## config.mk

```make
export PLATFORM = sky130hd
export DESIGN_NAME = bcd_conv_arbiter
export DESIGN_NICKNAME = d
export VERILOG_FILES = /design/src/rtl/bcd_conv_arbiter.sv
export SDC_FILE = /design/constraint.sdc
export NUM_CORES = 1
export LEC_CHECK = 0
export BUFFER_PORTS_ARGS = -buffer_cell sky130_fd_sc_hd__buf_2
export CORE_MARGIN = 5
export CORE_UTILIZATION = 55
export DETAILED_ROUTE_END_ITERATION = 16
export PLACE_DENSITY = 0.83
export SLEW_MARGIN = 20
export SYNTH_ARGS = -nofsm -noshare
export SYNTH_HDL_FRONTEND = slang
export SYNTH_SLANG_ARGS = --single-unit
```

## constraint.sdc

```tcl
create_clock -name clk -period 2.3 [get_ports clk]
set_input_delay 0.115 -clock clk [delete_from_list [all_inputs] [get_ports clk]]
set_output_delay 0.115 -clock clk [all_outputs]
set_load 0.02 [all_outputs]
```

## src/rtl/bcd_conv_arbiter.sv

```systemverilog
// bcd_conv_arbiter: round-robin shared binary-to-BCD converter (one double-dabble bit per clock)
module bcd_conv_arbiter #(
  parameter int BIN_W   = 14,
  parameter int DIGITS  = 4,
  parameter int MAX_VAL = 9999
) (
  input  logic                  clk,
  input  logic                  rst_n,
  input  logic                  req0,
  input  logic [BIN_W-1:0]      bin0,
  input  logic                  req1,
  input  logic [BIN_W-1:0]      bin1,
  output logic                  ack0,
  output logic                  ack1,
  output logic [4*DIGITS-1:0]   bcd_out,
  output logic                  out_valid,
  output logic                  out_id,
  output logic                  ovf,
  output logic                  busy
);
  localparam logic [1:0] IDLE  = 2'd0;
  localparam logic [1:0] SHIFT = 2'd1;
  localparam logic [1:0] DONE  = 2'd2;
  localparam int CW = $clog2(BIN_W);
  localparam logic [BIN_W-1:0] MAXV = BIN_W'(MAX_VAL);
  localparam logic [CW-1:0] LAST = CW'(BIN_W - 1);
  logic [1:0]          state;
  logic                ptr;
  logic [BIN_W-1:0]    lbin;
  logic [CW-1:0]       cnt;
  logic [4*DIGITS-1:0] sreg;
  logic [4*DIGITS-1:0] adj;
  logic [4*DIGITS-1:0] nxt;
  logic                gnt;
  logic [BIN_W-1:0]    sel;
  logic                clamp;
  assign busy = state != IDLE;
  // round-robin pick: on a tie the requester not served last wins
  always_comb begin
    gnt   = (req0 && req1) ? ~ptr : req1;
    sel   = gnt ? bin1 : bin0;
    clamp = sel > MAXV;
  end
  // one engine step: add 3 to digits >= 5, then shift in the next input bit (msb first)
  always_comb begin
    adj = sreg;
    for (int d = 0; d < DIGITS; d++)
      adj[4*d +: 4] = (sreg[4*d +: 4] >= 4'd5) ? sreg[4*d +: 4] + 4'd3 : sreg[4*d +: 4];
    nxt    = adj << 1;
    nxt[0] = lbin[BIN_W-1];
  end
  // arbitration, iteration control and result registers
  always_ff @(posedge clk or negedge rst_n)
    if (!rst_n) begin
      state     <= IDLE;
      ptr       <= 1'b1;
      lbin      <= '0;
      cnt       <= '0;
      sreg      <= '0;
      bcd_out   <= '0;
      out_id    <= 1'b0;
      ovf       <= 1'b0;
      ack0      <= 1'b0;
      ack1      <= 1'b0;
      out_valid <= 1'b0;
    end else begin
      ack0      <= 1'b0;
      ack1      <= 1'b0;
      out_valid <= 1'b0;
      if (state == IDLE && (req0 || req1)) begin
        state  <= SHIFT;
        ptr    <= gnt;
        out_id <= gnt;
        ovf    <= clamp;
        lbin   <= clamp ? MAXV : sel;
        sreg   <= '0;
        cnt    <= '0;
      end else if (state == SHIFT) begin
        sreg <= nxt;
        lbin <= lbin << 1;
        cnt  <= cnt + 1'b1;
        if (cnt == LAST) begin
          state     <= DONE;
          bcd_out   <= nxt;
          out_valid <= 1'b1;
          ack0      <= ~out_id;
          ack1      <= out_id;
        end
      end else if (state == DONE)
        state <= IDLE;
    end
endmodule

```

==> results of run 1 <==
==> sequential cells by signal, summed over array words and instances (netlist names) <==
name,count
sreg,16
bcd_out,16
ack0,1
ack1,1
out_valid,1
lbin,14
ptr,1
cnt,4
state,2
ovf,1
out_id,1
==> cell usage in the layout, fill, tap and decap left out, types with 4 or more instances in the layout <==
master,instances
o21ai_1,30
a31oi_1,9
xnor2_1,4
and3_1,6
inv_1,10
a2bb2oi_1,6
clkbuf_8,10
dfrtp_1,57
nand2b_1,5
buf_4,9
nor3b_1,4
mux2_2,5
buf_2,53
a21oi_1,9
o21ai_0,7
nand2_1,54
nand3_1,21
o31ai_2,6
mux2i_1,13
nor2_1,13
ha_1,10
==> through the flow <==
step / hold WS (ns) / setup slack (ns) / area (um2)
global route: 0.0655 / 0.488 / 3500
finish: 0.0628 / 0.634 / 3500
detailed placement: 0.301 / 0.649 / 3330
global placement: 0.303 / 0.680 / 3330
CTS: 0.0564 / 0.633 / 3500
floorplan: -0.181 / 0.688 / 2980
==> tightest hold or removal path, stage by stage <==
cell and delay, ns:
buf_2 0.09, nand4_1 0.07, o211ai_1 0.09
==> cell type report <==
cell class	instances	area, um2
fill	404	1700
sequential	58	1450
multi-input combinational	226	1410
timing repair buffer	63	343
clock buffer	13	149
tap	70	87.6
inverter	11	41.3
clock inverter	3	15.0
==> per-layer routing <==
metal  GRT usage (%)  vias to the layer above  share of wire (%)
li1                -                     1210                  -
met1            22.5                     1131                 44
met2            32.2                       69                 48
met3            4.34                       11                6.0
met4            8.48                        0                1.9
met5               0                        -                  0
==> power groups by stage <==
stage / Sequential [mW] / Clock, mW / Combinational, mW
2_1_floorplan: 1.97 / 0 / 1.63
3_3_place_gp: 1.81 / 0 / 2.30
3_5_place_dp: 1.84 / 0 / 2.40
4_1_cts: 1.82 / 0.820 / 2.41
5_1_grt: 1.89 / 0.870 / 2.67
6_report: 1.82 / 0.807 / 2.38
==> cell families (layout without fill, tap and decap cells) <==
group	Yosys count	after routing
flip-flops	58	58
AO/OA/AOI/OAI	80	80
XOR/XNOR	5	5
buffers and inverters	28	90
AND/OR/NAND/NOR	113	113
multiplexers	18	18
adder cells (fa/ha/maj)	10	10
==> worst paths after layout <==
kind | start | end | slack (ns) | cells past startpoint
setup / recovery | ptr | lbin[7] | 0.63 | 4
hold / removal | bin0[13] | lbin[0] | 0.06 | 3
setup reg to reg | ptr | lbin[7] | 0.63 | 4
hold reg to reg | bcd_out[15] | bcd_out[15] | 0.48 | 2
max in group asynchronous | rst_n | sreg[7] | 1.38 | 3
min in group asynchronous | rst_n | bcd_out[10] | 0.45 | 3
==> repair_timing <==
item                                   CTS  global route
setup buffers                            0             0
hold buffers                             1             0
endpoints found under the hold margin   57             0
==> run summary, run 1 <==
TritonCTS Buffers = 9
Slowest cell delay on critical path = 0.43 ns
Tot GR Track Use = 18.9%
Synth top area share = 47.8%
Hpwl dp = 4440 um
Slowest cell on crit path = mux2_2
Die Ht = 83.7 um
Register area share after synthesis = 48.7%
Vias in the first global route = 2,420
Synth async-reset ratio = 100%
Arr. time, crit path = 1.91 ns
Crit path kind = flip-flop to flip-flop
Worst Setup Start Kind = flip-flop
Layout area overhead = 17.3%
Slew @ Worst Pin = 0.713 ns
Root Driver = clkbuf_8
Internal power = 2.91 mW
Switch share = 41.9%
Synth Area in Compound Gates = 17.9%
Syn avg cell area = 9.56 um2
Nets = 411
Critical path, cell by cell = a21boi_2, mux2_2, o211a_4, o31ai_2
Post-synthesis cell count = 312
Antenna violations before repair = 0
Number of max-cap violations = 0
Final wirelength = 6210 um
WL/cell = 14.0 um
Max Root-Sink Buffers = 2
CP Capture Type = flip-flop
Dpl cells = 427
Post_cts resized = 0
Comb power frac = 47.5%
Synth area leaders = dfrtp_1 48%, nand2_1 6.8%, o21ai_1 5.0%
Pin count of the biggest net entering global routing = 59
Largest family of logic cells by synthesized area = compound AO/OA/AOI/OAI gates
Clock slew at reported path FFs = 0.06 ns
Adder and majority gate portion of the synthesized area = 4.19%
Flop pwr share = 36.4%
Seq cells post-synth = 58
H-tree lvl count = 3
Final setup vio count = 0
Post-synth EDFFs = 0
First-pass GRT wire length = 10,700 um
Final Non-Filler Cells = 444
Mux share of post-synthesis cell area = 6.25%
Clock latency on the worst-skew pair = 0.34 ns
Period utilization = 72.4%
Via count = 2,421
Synth cell types = 42
Layout cells sized above 1 = 24.6%
Final TNS setup = 0 ns
LEAKAGE = 1.67 nW
Final hold vios = 0
Die X = 83.7 um
Antenna cell count = 0
Power Density = 1430 mW/mm2
Power Total = 5.01 mW
Synthesized area = 0.00298 mm2
RePlAce Congestion = 0.800
Slew HR = 52.4%
Die ar. = 0.00700 mm2
Finished Core Util = 67.3%
Cell family with most CP delay = compound AO/OA/AOI/OAI gates
Clock Sinks = 58
Setup Skew = 0.00667 ns
Count leader, synth = dfrtp_1
Max Clk Rate = 0.600 GHz
Syn. warnings = 0
Total core area = 0.00520 mm2
Maximum VDD drop = 0.000575 V
Initial DRC Count = 180
Hold Path Class = input port to flip-flop
Commonest cells in the netlist = 57 x dfrtp_1, 54 x nand2_1, 30 x o21ai_1, 21 x nand3_1
Status = complete, no violations
Top FF cell, synth = dfrtp_1
CTS tree = done
Syn nets = 354
WP data required = 2.55 ns
Synth Area in Simple Gates = 17.4%
Crit path buffers/inverters = 0
Psw = 2.10 mW
Port Buf Inserts = 53
Num rows = 26
Post-route ant nets = 0
Post-layout min period = 1.67 ns
Slew Viols, Final = 0
Starting Density = 57.3%
Gr ovfl total = 0
TritonRoute pass-1 iters = 5
Vias/cell = 5.45
Worst-path maximum fanout = 7
DRC Markers = 0
Power share of the clock group = 16.1%
Synth area leader = dfrtp_1
Total I/O pin count = 54
RSZ-0062 raised after global routing = false
Synth Area in XOR/XNOR = 1.47%
Note: power is estimated with default switching activity, not from simulation.
==> inputs of run 2 (changes only) <==
--- a/config.mk
+++ b/config.mk
@@ -7,9 +7,9 @@
 export LEC_CHECK = 0
 export BUFFER_PORTS_ARGS = -buffer_cell sky130_fd_sc_hd__buf_2
 export CORE_MARGIN = 5
-export CORE_UTILIZATION = 55
+export CORE_UTILIZATION = 50
 export DETAILED_ROUTE_END_ITERATION = 16
-export PLACE_DENSITY = 0.83
+export PLACE_DENSITY = 0.8
 export SLEW_MARGIN = 20
 export SYNTH_ARGS = -nofsm -noshare
 export SYNTH_HDL_FRONTEND = slang
==> constraint.sdc (replaced) <==
create_clock -name clk -period 1.5 [get_ports clk]
set_input_delay 0.075 -clock clk [delete_from_list [all_inputs] [get_ports clk]]
set_output_delay 0.075 -clock clk [all_outputs]
set_load 0.02 [all_outputs]
==> run 2 against run 1 <==
Net effect:
- the flow now finishes with violations (negative setup slack)
- final cell count increased by 6.5%
- clock power increased by 46%
- worst setup slack got worse by 0.66 ns
- count of clock-buffer cells in the layout increased by 1
- non-clock buffer count increased by 26
- flip-flop and latch count unchanged
- cell area increased by 11%
- critical path type unchanged
- clock skew decreased by 0.00089 ns
- largest cell class is now multi-input combinational cells
- die area increased by 8.8%
- hold slack got worse by 0.014 ns
- core utilization decreased by 0.69 points
==> run summary, run 2 (synthesis results as in run 1) <==
Status = finished, violations left
Failing checks = negative setup slack
Antenna cell count = 0
RSZ-0062 raised after global routing = true
Initial DRC Count = 109
Clock latency on the worst-skew pair = 0.33 ns
TritonCTS Buffers = 9
Port Buf Inserts = 53
Die X = 87.3 um
Slew HR = 68.3%
Crit path kind = flip-flop to flip-flop
Final TNS setup = -0.0931 ns
Setup Skew = 0.00578 ns
Most frequent cells in the layout = 57 x dfrtp_1, 54 x nand2_1, 53 x buf_2
Vias in the first global route = 2,540
Gr ovfl total = 0
Layout cells sized above 1 = 35.9%
Multi-input combinational cell area = 0.00158 mm2
Vias/cell = 5.35
Layout area overhead = 30.5%
Starting Density = 51.0%
First-pass GRT wire length = 11,200 um
Num rows = 28
TritonRoute pass-1 iters = 4
CTS tree = done
LEAKAGE = 1.85 nW
Die ar. = 0.00761 mm2
Tot GR Track Use = 18.7%
Total I/O pin count = 54
Number of max-cap violations = 0
Worst-path maximum fanout = 6
CP Capture Type = flip-flop
Dpl cells = 450
Final hold vios = 0
Max Root-Sink Buffers = 2
Max Clk Rate = 0.655 GHz
Fillers = 467
Final Cell Area = 0.00389 mm2
Hold Path Class = input port to flip-flop
H-tree lvl count = 3
Die Ht = 87.3 um
Worst Setup Start Kind = flip-flop
Final Non-Filler Cells = 473
RePlAce Congestion = 0.790
Total core area = 0.00585 mm2
Pin count of the biggest net entering global routing = 41
Maximum VDD drop = 0.000938 V
WL/cell = 14.3 um
Nets = 437
Root Driver = clkbuf_8
Post-layout min period = 1.53 ns
Commonest non-fill, non-tap cell in the layout = dfrtp_1
Final wirelength = 6760 um
Power Density = 2260 mW/mm2
Hpwl dp = 4750 um
Slew Viols, Final = 0
Clock Sinks = 58
Sequential Area = 0.00145 mm2
Post-route ant nets = 0
Clock slew at reported path FFs = 0.06 ns
WP data required = 1.74 ns
Final setup vio count = 6
Via count = 2,529
Largest registers = bcd_out (16), sreg (16), lbin (14)
Final worst setup slack = -0.0267 ns
Arr. time, crit path = 1.77 ns
Cell Area, Placed = 0.00350 mm2
Slew @ Worst Pin = 0.473 ns
DRC Markers = 0
Antenna violations before repair = 0
Period utilization = 102%
[run 2: cell types whose count changed in the layout (fill, tap and decap cells not counted), moves of 4 or more]
cell,delta
a21oi_1,-4
inv_2,+7
buf_4,+22
o21ai_1,-5
ha_1,-5
mux2_2,-4
o21ai_2,+5
inv_1,-7
mux2_4,+4
[run 2: path summary, 6_finish.rpt]
kind	endpoint	start	slack, ns	cells past startpoint
max	lbin[7]	ptr	-0.03	4
min	lbin[0]	bin0[13]	0.05	3
max reg2reg	lbin[7]	ptr	-0.03	4
min reg2reg	ack0	out_id	0.47	1
max in group asynchronous	sreg[0]	rst_n	0.70	3
min in group asynchronous	state[1]	rst_n	0.23	2
[run 2: what timing repair did]
action	CTS	global route
endpoints found under the setup margin	21	40
hold buffers	1	0
buffers inserted	3	5
endpoints found under the hold margin	17	0
gates resized for setup	12	30
pin swaps	5	12
[run 2: through the flow]
step	hold slack (ns)	worst slack [ns]	util [%]	power [mW]
floorplan	-0.221	-0.0482	-	5.56
global placement	0.0466	-0.0135	59.8	6.69
detailed placement	0.0533	-0.0403	59.8	6.90
CTS	0.0287	-0.0362	63.8	8.26
global route	0.0375	-0.0828	66.6	9.47
finish	0.0490	-0.0267	66.6	8.79
[run 2: critical path, cell delays in order, from the launching register on]
cell and delay [ns]:
dfstp_2 0.56, a21boi_4 0.07, a211o_1 0.32, o211a_4 0.31, o31ai_2 0.18
[run 2: layout make-up]
cell class | count | area share (%)
Tap cell | 75 | 2.41
Clock buffer | 14 | 3.92
Inverter | 11 | 1.06
Timing Repair Buffer | 89 | 14.9
Multi-Input combinational cell | 226 | 40.4
Sequential cell | 58 | 37.3
[run 2: where the power goes]
group          switching, mW  leakage (nW)  internal [mW]
sequential             0.525         0.720           2.30
combinational           2.50          1.05           2.28
clock                  0.548        0.0766          0.629
total                   3.58          1.85           5.21
[run 2: per-layer routing]
layer / GRT usage, % / wire length [um] / up-vias
met4: 6.69 / 92 / 0
li1: - / - / 1267
met3: 5.30 / 318 / 10
met1: 22.8 / 3070 / 1194
met2: 31.6 / 3280 / 58
met5: 0 / 0 / -
==> inputs of run 3 (changes only) <==
--- a/config.mk
+++ b/config.mk
@@ -5,11 +5,13 @@
 export SDC_FILE = /design/constraint.sdc
 export NUM_CORES = 1
 export LEC_CHECK = 0
+export ABC_AREA = 1
 export BUFFER_PORTS_ARGS = -buffer_cell sky130_fd_sc_hd__buf_2
+export CORE_ASPECT_RATIO = 0.7
 export CORE_MARGIN = 5
-export CORE_UTILIZATION = 50
+export CORE_UTILIZATION = 60
 export DETAILED_ROUTE_END_ITERATION = 16
-export PLACE_DENSITY = 0.8
+export PLACE_DENSITY = 0.89
 export SLEW_MARGIN = 20
 export SYNTH_ARGS = -nofsm -noshare
 export SYNTH_HDL_FRONTEND = slang
==> constraint.sdc (replaced) <==
create_clock -name clk -period 1.8 [get_ports clk]
set_input_delay 0.09 -clock clk [delete_from_list [all_inputs] [get_ports clk]]
set_output_delay 0.09 -clock clk [all_outputs]
set_load 0.02 [all_outputs]
==> run 3 against run 2 <==
Net effect:
- highest routed layer unchanged
- area after synthesis fell by 1.8%
- sequential share of layout area up 3.9 points
- the run now ends clean
- largest cell class is now registers
- fmax decreased by 8.8%
- global-route usage increased by 3.4 points
- critical path depth up 2
- critical endpoint is now sreg[10]
- die area fell by 16%
==> run summary, run 3 <==
Status = complete, no violations
Critical path, cell by cell = inv_1, ha_1, o21ai_0, nand2_1, o21ai_0, o22ai_1
Internal power = 3.76 mW
WL/cell = 13.8 um
Period utilization = 93.0%
Port Buf Inserts = 53
Top FF cell, synth = dfrtp_1
Max Clk Rate = 0.597 GHz
Worst Setup Start Kind = flip-flop
Synth top area share = 48.7%
LEAKAGE = 1.87 nW
Syn. warnings = 0
Syn nets = 397
Synth area leader = dfrtp_1
Final setup vio count = 0
Vias/cell = 5.29
Post-layout min period = 1.67 ns
WP data required = 2.01 ns
Clock Sinks = 58
TritonCTS Buffers = 9
Register area share after synthesis = 49.6%
CP Capture Type = flip-flop
CTS tree = done
Final Cell Area = 0.00353 mm2
Pin count of the biggest net entering global routing = 47
Hold WS = 0.0568 ns
Setup Skew = 0.00698 ns
Most common cell on crit path = o21ai_0
Layout area overhead = 20.3%
Root Driver = clkbuf_8
Multi-input combinational cell area = 0.00126 mm2
Flop pwr share = 33.8%
Die Ht = 68.5 um
Commonest non-fill, non-tap cell in the layout = nand2_1
Crit path kind = flip-flop to flip-flop
Initial DRC Count = 153
Final wirelength = 6790 um
Max Root-Sink Buffers = 2
Synth cell types = 28
Antenna cell count = 0
Power share of the clock group = 17.6%
Seq cells post-synth = 58
Comb power frac = 48.6%
Cell family with most CP delay = compound AO/OA/AOI/OAI gates
Sequential Area = 0.00145 mm2
RSZ-0062 raised after global routing = false
Clock slew at reported path FFs = 0.06 ns
Vias in the first global route = 2,400
Synth async-reset ratio = 100%
Maximum VDD drop = 0.000904 V
Nets = 462
Final hold vios = 0
Crit path buffers/inverters = 1
TritonRoute pass-1 iters = 5
Layout cells sized above 1 = 23.8%
Post-route ant nets = 0
Total I/O pin count = 54
Power Total = 6.72 mW
Slew @ Worst Pin = 0.540 ns
Most frequent cells in the layout = 103 x nand2_1, 57 x dfrtp_1, 53 x buf_2
Tot GR Track Use = 22.2%
Slew HR = 63.6%
Slew Viols, Final = 0
H-tree lvl count = 3
Antenna violations before repair = 0
Via count = 2,613
Post-synthesis cell count = 355
Number of max-cap violations = 0
Total core area = 0.00476 mm2
DRC Markers = 0
Clock latency on the worst-skew pair = 0.34 ns
Power Density = 1910 mW/mm2
Starting Density = 61.6%
Synthesized area = 0.00293 mm2
First-pass GRT wire length = 10,800 um
RePlAce Congestion = 0.818
Finished Core Util = 74.2%
Count leader, synth = nand2_1
Die ar. = 0.00641 mm2
Synth area leaders = dfrtp_1 49%, nand2_1 13%, o21ai_0 6.8%
Switch share = 44.1%
Slowest cell on crit path = o21ai_0
Num rows = 21
Worst-path maximum fanout = 4
Arr. time, crit path = 1.88 ns
Hpwl dp = 4770 um
Hold Path Class = input port to flip-flop
Die X = 93.5 um
Final TNS setup = 0 ns
Cell Area, Placed = 0.00329 mm2
Commonest cells in the netlist = 104 x nand2_1, 57 x dfrtp_1, 40 x inv_1, 40 x o21ai_0
Psw = 2.96 mW
Gr ovfl total = 0
Syn avg cell area = 8.26 um2
Slowest cell delay on critical path = 0.45 ns
Fillers = 332
Largest registers = bcd_out (16), sreg (16), lbin (14)
Post-synth EDFFs = 0
run 3: area by class of cell:
class                           count  area share [%]
Inverter                           41            4.47
Timing Repair Buffer               66            10.7
Clock buffer                       11            4.01
Sequential cell                    58            41.2
Multi-Input combinational cell    244            35.7
Tap cell                           69            2.45
Clock inverter                      5            1.53
run 3: power groups by stage:
stage | sequential (mW) | combinational (mW) | clock (mW)
after floorplan | 2.44 | 2.05 | 0
after global placement | 2.25 | 2.94 | 0
after detailed placement | 2.28 | 3.14 | 0
after CTS | 2.26 | 3.17 | 1.20
after global routing | 2.34 | 3.63 | 1.26
final | 2.27 | 3.26 | 1.18
run 3: per-stage QoR:
stage / setup slack, ns / instances
floorplan: 0.271 / 355
global placement: 0.173 / 475
detailed placement: 0.0740 / 475
CTS: 0.0515 / 492
global route: 0.0127 / 494
finish: 0.126 / 494
run 3: worst register-to-register path: stages (launching register included):
cell	delay, ns
dfrtp_1	0.40
inv_1	0.08
ha_1	0.22
o21ai_0	0.45
nand2_1	0.12
o21ai_0	0.16
o22ai_1	0.12
run 3: final timing paths:
path	slack, ns	start	end	depth (start not counted)
worst max-delay path	0.13	sreg[8]	sreg[10]	6
worst min-delay path	0.06	bin0[1]	lbin[1]	5
worst max register to register	0.13	sreg[8]	sreg[10]	6
worst min register to register	0.46	out_id	ack0	1
max in group asynchronous	1.04	rst_n	ptr	3
min in group asynchronous	0.16	rst_n	bcd_out[15]	2
run 3: timing repair:
action | CTS | global route
setup endpoints to repair | 0 | 14
hold buffers | 1 | 0
resized for setup | 0 | 7
buffers inserted | 0 | 1
endpoints found under the hold margin | 57 | 0
run 3: cell families (layout without fill, tap and decap cells):
group / count (synthesis) / count (layout) / synth area share, %
XOR/XNOR: 6 / 6 / 1.79
AND/OR/NAND/NOR: 154 / 155 / 22.3
flip-flops: 58 / 58 / 49.6
buffers and inverters: 54 / 123 / 8.32
AO/OA/AOI/OAI: 73 / 73 / 13.8
adder cells (fa/ha/maj): 10 / 10 / 4.27
run 3: layer usage:
metal | part of all wire (%) | up-vias | track usage, %
li1 | - | 1276 | -
met5 | 0 | - | 0
met2 | 49 | 84 | 36.3
met1 | 43 | 1239 | 28.2
met4 | 1.8 | 0 | 8.29
met3 | 6.3 | 14 | 6.70
